**config.mk**
```make
export PLATFORM = sky130hd
export DESIGN_NAME = pix_window
export DESIGN_NICKNAME = d
export VERILOG_FILES = /design/src/rtl/pix_window.sv
export SDC_FILE = /design/constraint.sdc
export NUM_CORES = 1
export LEC_CHECK = 0
export ABC_AREA = 1
export ABC_CLOCK_PERIOD_IN_PS = 47600
export CAP_MARGIN = 20
export CORE_UTILIZATION = 45
export DETAILED_ROUTE_END_ITERATION = 10
export PLACE_DENSITY_LB_ADDON = 0.05
export REMOVE_ABC_BUFFERS = 1
export SYNTH_ARGS = -nofsm -noshare
export SYNTH_HDL_FRONTEND = slang
export SYNTH_SLANG_ARGS = --single-unit
```
**constraint.sdc**
```tcl
create_clock -name clk -period 47.6 [get_ports clk]
set_input_delay 11.9 -clock clk [delete_from_list [all_inputs] [get_ports clk]]
set_output_delay 11.9 -clock clk [all_outputs]
set_load 0.005 [all_outputs]
```
**src/rtl/pix_window.sv**
```systemverilog
// rtl/pix_window.sv - raster 4-neighbour window generator; define PIX_WINDOW_REPLICATE_EN for edge replication instead of zero padding
module pix_window #(
  parameter int PIX_W = 8,
  parameter int IMG_W = 64,
  parameter int IMG_H = 128
) (
  input  logic               clk,
  input  logic               rst,
  input  logic               i_valid,
  input  logic [PIX_W-1:0]   i_pix,
  output logic               i_ready,
  output logic               o_valid,
  output logic [4*PIX_W-1:0] o_data
);

  localparam int N   = IMG_W * IMG_H;
  localparam int DLY = 2 * IMG_W;
  localparam int KW  = $clog2(N);
  localparam int CW  = $clog2(IMG_W);
  localparam int RW  = $clog2(IMG_H);

  typedef enum logic [1:0] {
    S_FILL,
    S_RUN,
    S_FLUSH
  } state_t;

  state_t           state;
  logic [KW-1:0]    in_cnt;
  logic [CW-1:0]    c_col;
  logic [RW-1:0]    c_row;

  // dly[0] is the newest stored pixel; the incoming pixel acts as the extra tap
  logic [PIX_W-1:0] dly [DLY];

  logic             accept;
  logic             shift;
  logic             emit;
  logic [PIX_W-1:0] centre;
  logic [PIX_W-1:0] pad;
  logic [PIX_W-1:0] bot_raw;
  logic [PIX_W-1:0] top_n;
  logic [PIX_W-1:0] bot_n;
  logic [PIX_W-1:0] left_n;
  logic [PIX_W-1:0] right_n;

  // Handshake decode: flush cycles advance the delay line without an input pixel
  always_comb begin
    accept = i_valid & i_ready;
    shift  = accept | (state == S_FLUSH);
    emit   = (accept & (state == S_RUN)) | (state == S_FLUSH);
  end

  // Neighbour taps around the centre, with out-of-image positions padded
  always_comb begin
    centre = dly[IMG_W-1];
`ifdef PIX_WINDOW_REPLICATE_EN
    pad = centre;
`else
    pad = '0;
`endif
    bot_raw = (state == S_FLUSH) ? '0 : i_pix;
    top_n   = (c_row == '0)                 ? pad : dly[DLY-1];
    bot_n   = (c_row == RW'(IMG_H - 1))     ? pad : bot_raw;
    left_n  = (c_col == '0)                 ? pad : dly[IMG_W];
    right_n = (c_col == CW'(IMG_W - 1))     ? pad : dly[IMG_W-2];
  end

  // Delay line: two rows plus one pixel of history; deliberately not reset
  always_ff @(posedge clk) begin
    if (shift) begin
      dly[0] <= bot_raw;
      for (int i = 1; i < DLY; i++) begin
        dly[i] <= dly[i-1];
      end
    end
  end

  // Frame sequencer with registered ready, valid and window data
  always_ff @(posedge clk or negedge rst) begin
    if (!rst) begin
      state   <= S_FILL;
      in_cnt  <= '0;
      c_col   <= '0;
      c_row   <= '0;
      i_ready <= 1'b1;
      o_valid <= 1'b0;
      o_data  <= '0;
    end else begin
      o_valid <= emit;
      if (emit) begin
        o_data <= {top_n, bot_n, left_n, right_n};
        if (c_col == CW'(IMG_W - 1)) begin
          c_col <= '0;
          c_row <= c_row + RW'(1);
        end else begin
          c_col <= c_col + CW'(1);
        end
      end
      case (state)
        S_FILL: begin
          if (accept) begin
            in_cnt <= in_cnt + KW'(1);
            if (in_cnt == KW'(IMG_W - 1)) begin
              state <= S_RUN;
            end
          end
        end
        S_RUN: begin
          if (accept) begin
            if (in_cnt == KW'(N - 1)) begin
              state   <= S_FLUSH;
              i_ready <= 1'b0;
              in_cnt  <= '0;
            end else begin
              in_cnt <= in_cnt + KW'(1);
            end
          end
        end
        S_FLUSH: begin
          // The last row's final centre ends the frame
          if (c_col == CW'(IMG_W - 1)) begin
            state   <= S_FILL;
            i_ready <= 1'b1;
            c_col   <= '0;
            c_row   <= '0;
          end
        end
        default: begin
          state   <= S_FILL;
          i_ready <= 1'b1;
        end
      endcase
    end
  end

endmodule

```
* After elaboration in Yosys (flattened, before gate mapping)
Memory sizes are Yosys's and may differ from the RTL's.
Index checks and enable logic that the tools add are counted.
** Word-level totals
- Register bits :: 62
- Bits in writable memories :: 1024
- Input port bits :: 11
- Output and inout bits :: 34
- Logic and storage cells :: 63
- Memories kept :: 1
** Memories
- dly :: depth 128, width 8, rd ports 128, clocked after Yosys merged registers in 0, write ports 128, line 34 : logic [PIX_W-1:0] dly [DLY];
** Operators by class
- Add/sub/neg operators :: 3
- Eq/ne operators :: 11
- Multiplexer cells :: 29
- Bitwise operators :: 5
- Reductions and logical operators :: 7
** Operator list (count)
- $mux 8 :: 5
- $mux 13 :: 3
- $mux 7 :: 4
- $pmux 13 s2 :: 1
- $mux 6 :: 4
- $add 13x1->13 const B :: 1
- $eq 13x13->1 const B :: 1
- $eq 13x6->1 const B :: 1
- $mux 2 :: 5
- $add 7x1->7 const B :: 1
- $eq 7x7->1 const B :: 1
- $logic_not 7->1 :: 1
- $add 6x1->6 const B :: 1
- $eq 6x6->1 const B :: 1
- $logic_not 6->1 :: 1
- $ne 2x2->1 const B :: 3
- $pmux 2 s3 :: 1
- $mux 1 :: 5
- $reduce_and 5->1 :: 1
- $ne 2x1->1 const B :: 2
- $reduce_and 4->1 :: 1
- $pmux 1 s3 :: 1
- $reduce_and 3->1 :: 1
- $and 1x1->1 :: 2
- 6 further kinds :: 7

* Depth between registers and ports, before layout
- Depth after elaboration :: 6
- Gate-level depth with buffers :: 10
- Depth with buffers taken out :: 10

* Least setup slack after synthesis
No wires, ideal clock.
- Path kind :: input to register
- Start :: in i_valid
- End :: mem dly[0][0], enable pin
- Library setup time :: 7.112 ns
- Arrival :: 28.597 ns
- Data required time :: 40.488 ns
- Setup slack :: 11.891 ns
- Cell stages on the path :: 2
- Path buffers :: 0
- Path through :: nand2_2 > nand2_1
** RTL lines
- start: declaration :: line 9 : input logic i_valid,
- end: declaration :: line 34

==> impl_metrics.env <==
export IMPL_layout_common_cells="edfxtp_1, clkbuf_16, nand2_1, dfrtp_1, nand3_1"
export IMPL_r2r_start="state[1]$_DFFE_PN0P_"
export IMPL_totalWireLength_um=42600
export IMPL_start_util_pct=45.4
export IMPL_drt_pre_antenna_iters=6
export IMPL_p_switching_uw=372
export IMPL_clkLatencyLatePin_ps=640
export IMPL_cp_arrival_ps=14890
export IMPL_syn_cell_area_mm2=0.0338
export IMPL_slowest_stage="buf_4"
export IMPL_hp_start="dly[0][192]$_DFFE_PP_"
export IMPL_antenna_found_initial=1
export IMPL_rsz0062_at_grt="false"
export IMPL_maxCapViolCount=0
export IMPL_power_share_combinational_pct=1.3
export IMPL_period_share_pct=30.7
export IMPL_p_int_uw=1570
export IMPL_dp_cells=2419
export IMPL_sw_frac_of_total_pct=19.1
export IMPL_numCtsBuffers=110
export IMPL_crit_family="buffers and inverters"
export IMPL_grt_use_total_pct=11.6
export IMPL_cts_resized=0
export IMPL_fin_nets=1580
export IMPL_clock_sinks=1086
export IMPL_fmax_mhz=68.4
export IMPL_hold_buffers=0
export IMPL_wl_per_cell_um=16.3
export IMPL_overflow=0
export IMPL_grt_pass1_wl_um=69000
export IMPL_cts_buffer_depth=3
export IMPL_ant_nets=0
export IMPL_grt_pass1_vias=12100
export IMPL_r2r_end="dly[3][158]$_DFFE_PP_"
export IMPL_area_growth_pct=15.1
export IMPL_crit_chain="clkdlybuf4s50_1, nand2_2, nand2_4, buf_4, buf_12"
export IMPL_p_leak_uw=0.0135
export IMPL_synth_seq_area_share_pct=95.6
export IMPL_crit_path_end_kind="register"
export IMPL_grt_max_degree=188
export IMPL_tightest_slew_ps=1080
export IMPL_yosys_warnings=0
export IMPL_worst_path_buf_inv=3
export IMPL_instances_no_fill=2619
export IMPL_cts_tree="yes"
export IMPL_cp_start_kind="input pin"
export IMPL_core_mm2=0.0743
export IMPL_postCtsSetupRepairBufs=0
export IMPL_dp_hpwl_um=18900
export IMPL_final_setup_viol_count=0
export IMPL_worst_path_max_fanout=168
export IMPL_crit_required_ps=47860
export IMPL_fp_row_count=100
export IMPL_reg2reg_slack_ps=43880
export IMPL_pwr_share_seq_pct=57.8
export IMPL_rr_worst_depth=6
export IMPL_ys_seq_elements=1086
export IMPL_fp_dieArea_mm2=0.0762
export IMPL_hp_class="reg -> reg"
export IMPL_die_w_um=276
export IMPL_crit_type="in -> reg"
export IMPL_diodes=0
export IMPL_ir_drop_mv=0.0283
export IMPL_die_height_um=276
export IMPL_drv_slew=0
export IMPL_vias_per_cell=4.71
export IMPL_finalSetupTns_ps=0
export IMPL_drc_errors=0
export IMPL_hold_viol=0
export IMPL_h_tree_depth=3
export IMPL_num_vias=12300
export IMPL_pwr_density_cell_mw_per_mm2=50.0
export IMPL_hold_depth=0
export IMPL_drt_initial_drc_count=1000
export IMPL_final_area_mm2=0.0389
export IMPL_slew_headroom_pct=27.7
export IMPL_gp_congestion=0.680
export IMPL_final_common_cell="edfxtp_1"
export IMPL_slowest_delay_ps=870
export IMPL_min_to="dly[0][200]$_DFFE_PP_"
export IMPL_layout_drive_gt1_share_pct=10.4
export IMPL_skew_ps=12.8
export IMPL_pin_count=45
export IMPL_avgSynthCellArea_um2=24.1
export IMPL_dpl_cell_area_mm2=0.0355
export IMPL_status="complete, no violations"
export IMPL_synth_cell_types=25
export IMPL_io_buffer_count=44
export IMPL_power_share_clock_pct=40.9
export IMPL_cts_root_buf="clkbuf_16"
export IMPL_fin_crit_ps=14630
export IMPL_syn_inst=1402
export IMPL_clkTransAtPathRegs_ps=60
-- worst reg2reg max path, stage by stage (launching register included) --
cell     delay (ps)
dfrtp_1         460
inv_2            90
nor2_4          280
inv_2           160
nand2_4         480
buf_4           920
buf_12          750
-- Yosys cell counts, drive strengths merged --
cell type	n	area share (%)
nand2	115	1.3
dfstp	1	0.078
inv	45	0.50
nand4	3	0.056
nor2	44	0.59
o21ai	12	0.18
buf	8	0.17
ha	5	0.19
nor3	8	0.13
nor3b	1	0.037
a21oi	8	0.12
xor2	5	0.13
xnor2	2	0.052
edfxtp	1024	91
nand3	60	0.89
dfrtp	61	4.5
-- power groups by stage --
stage	Sequential [uW]	Combinational (uW)	Clock, uW
3_5_place_dp	1140	26.8	0
5_1_grt	1130	29.7	862
2_1_floorplan	1180	17.7	0
3_3_place_gp	1140	25.6	0
6_report	1120	26.1	794
4_1_cts	1120	26.6	825
-- worst max path at each step --
stage               startpoint                    end  slack (ps)  cells past startpoint
finish                 i_valid  dly[3][158]$_DFFE_PP_       32970                      5
global route           i_valid  dly[3][237]$_DFFE_PP_       32740                      6
CTS                    i_valid  dly[3][213]$_DFFE_PP_       32870                      5
detailed placement     i_valid   dly[3][93]$_DFFE_PP_       32140                      5
global placement       i_valid  dly[3][101]$_DFFE_PP_       32220                      5
floorplan              i_valid    dly[0][0]$_DFFE_PP_       11890                      2
-- cell families (layout without fill, tap and decap cells) --
family | after synthesis | count (layout) | share of synthesized area [%]
AOI/OAI and AO/OA | 20 | 20 | 0.296
buffers and inverters | 53 | 301 | 0.671
xor gates and xnor gates | 7 | 7 | 0.182
and+or+nand+nor | 231 | 231 | 3.02
adders and majority gates | 5 | 5 | 0.185
DFF | 1086 | 1086 | 95.6
-- routing by layer --
metal  track usage [%]  vias up  wire length (um)
met5                 0        -                 0
met4              5.16        0              1120
met3              2.82       93              2060
met2              14.4      228             17300
met1              19.1     6280             22200
li1                  -     5733                 -
-- registers in the layout, summed over array words and instances, names as in the netlist --
signal / count
state: 2
in_cnt: 13
o_data: 32
o_valid: 1
i_ready: 1
c_col: 6
dly: 1024
c_row: 7
-- stage by stage --
step                      total power (uW)  setup WS (ps)  util (%)  hold WS [ps]
after floorplan                       1200          11890         -           400
after global placement                1170          32220      47.8           401
after detailed placement              1170          32140      47.8           405
after CTS                             1980          32870      52.3           410
after global routing                  2020          32740      52.3           416
final                                 1940          32970      52.3           411
-- area by class of cell --
type / count / area, um^2
Fill cell: 5725 / 35400
Sequential cell: 1086 / 32300
Clock buffer: 153 / 3050
Multi-Input combinational cell: 263 / 1250
Tap cell: 969 / 1210
Timing Repair Buffer: 58 / 593
Clock inverter: 45 / 295
Inverter: 45 / 169
Power figures use the tool's default switching activity.
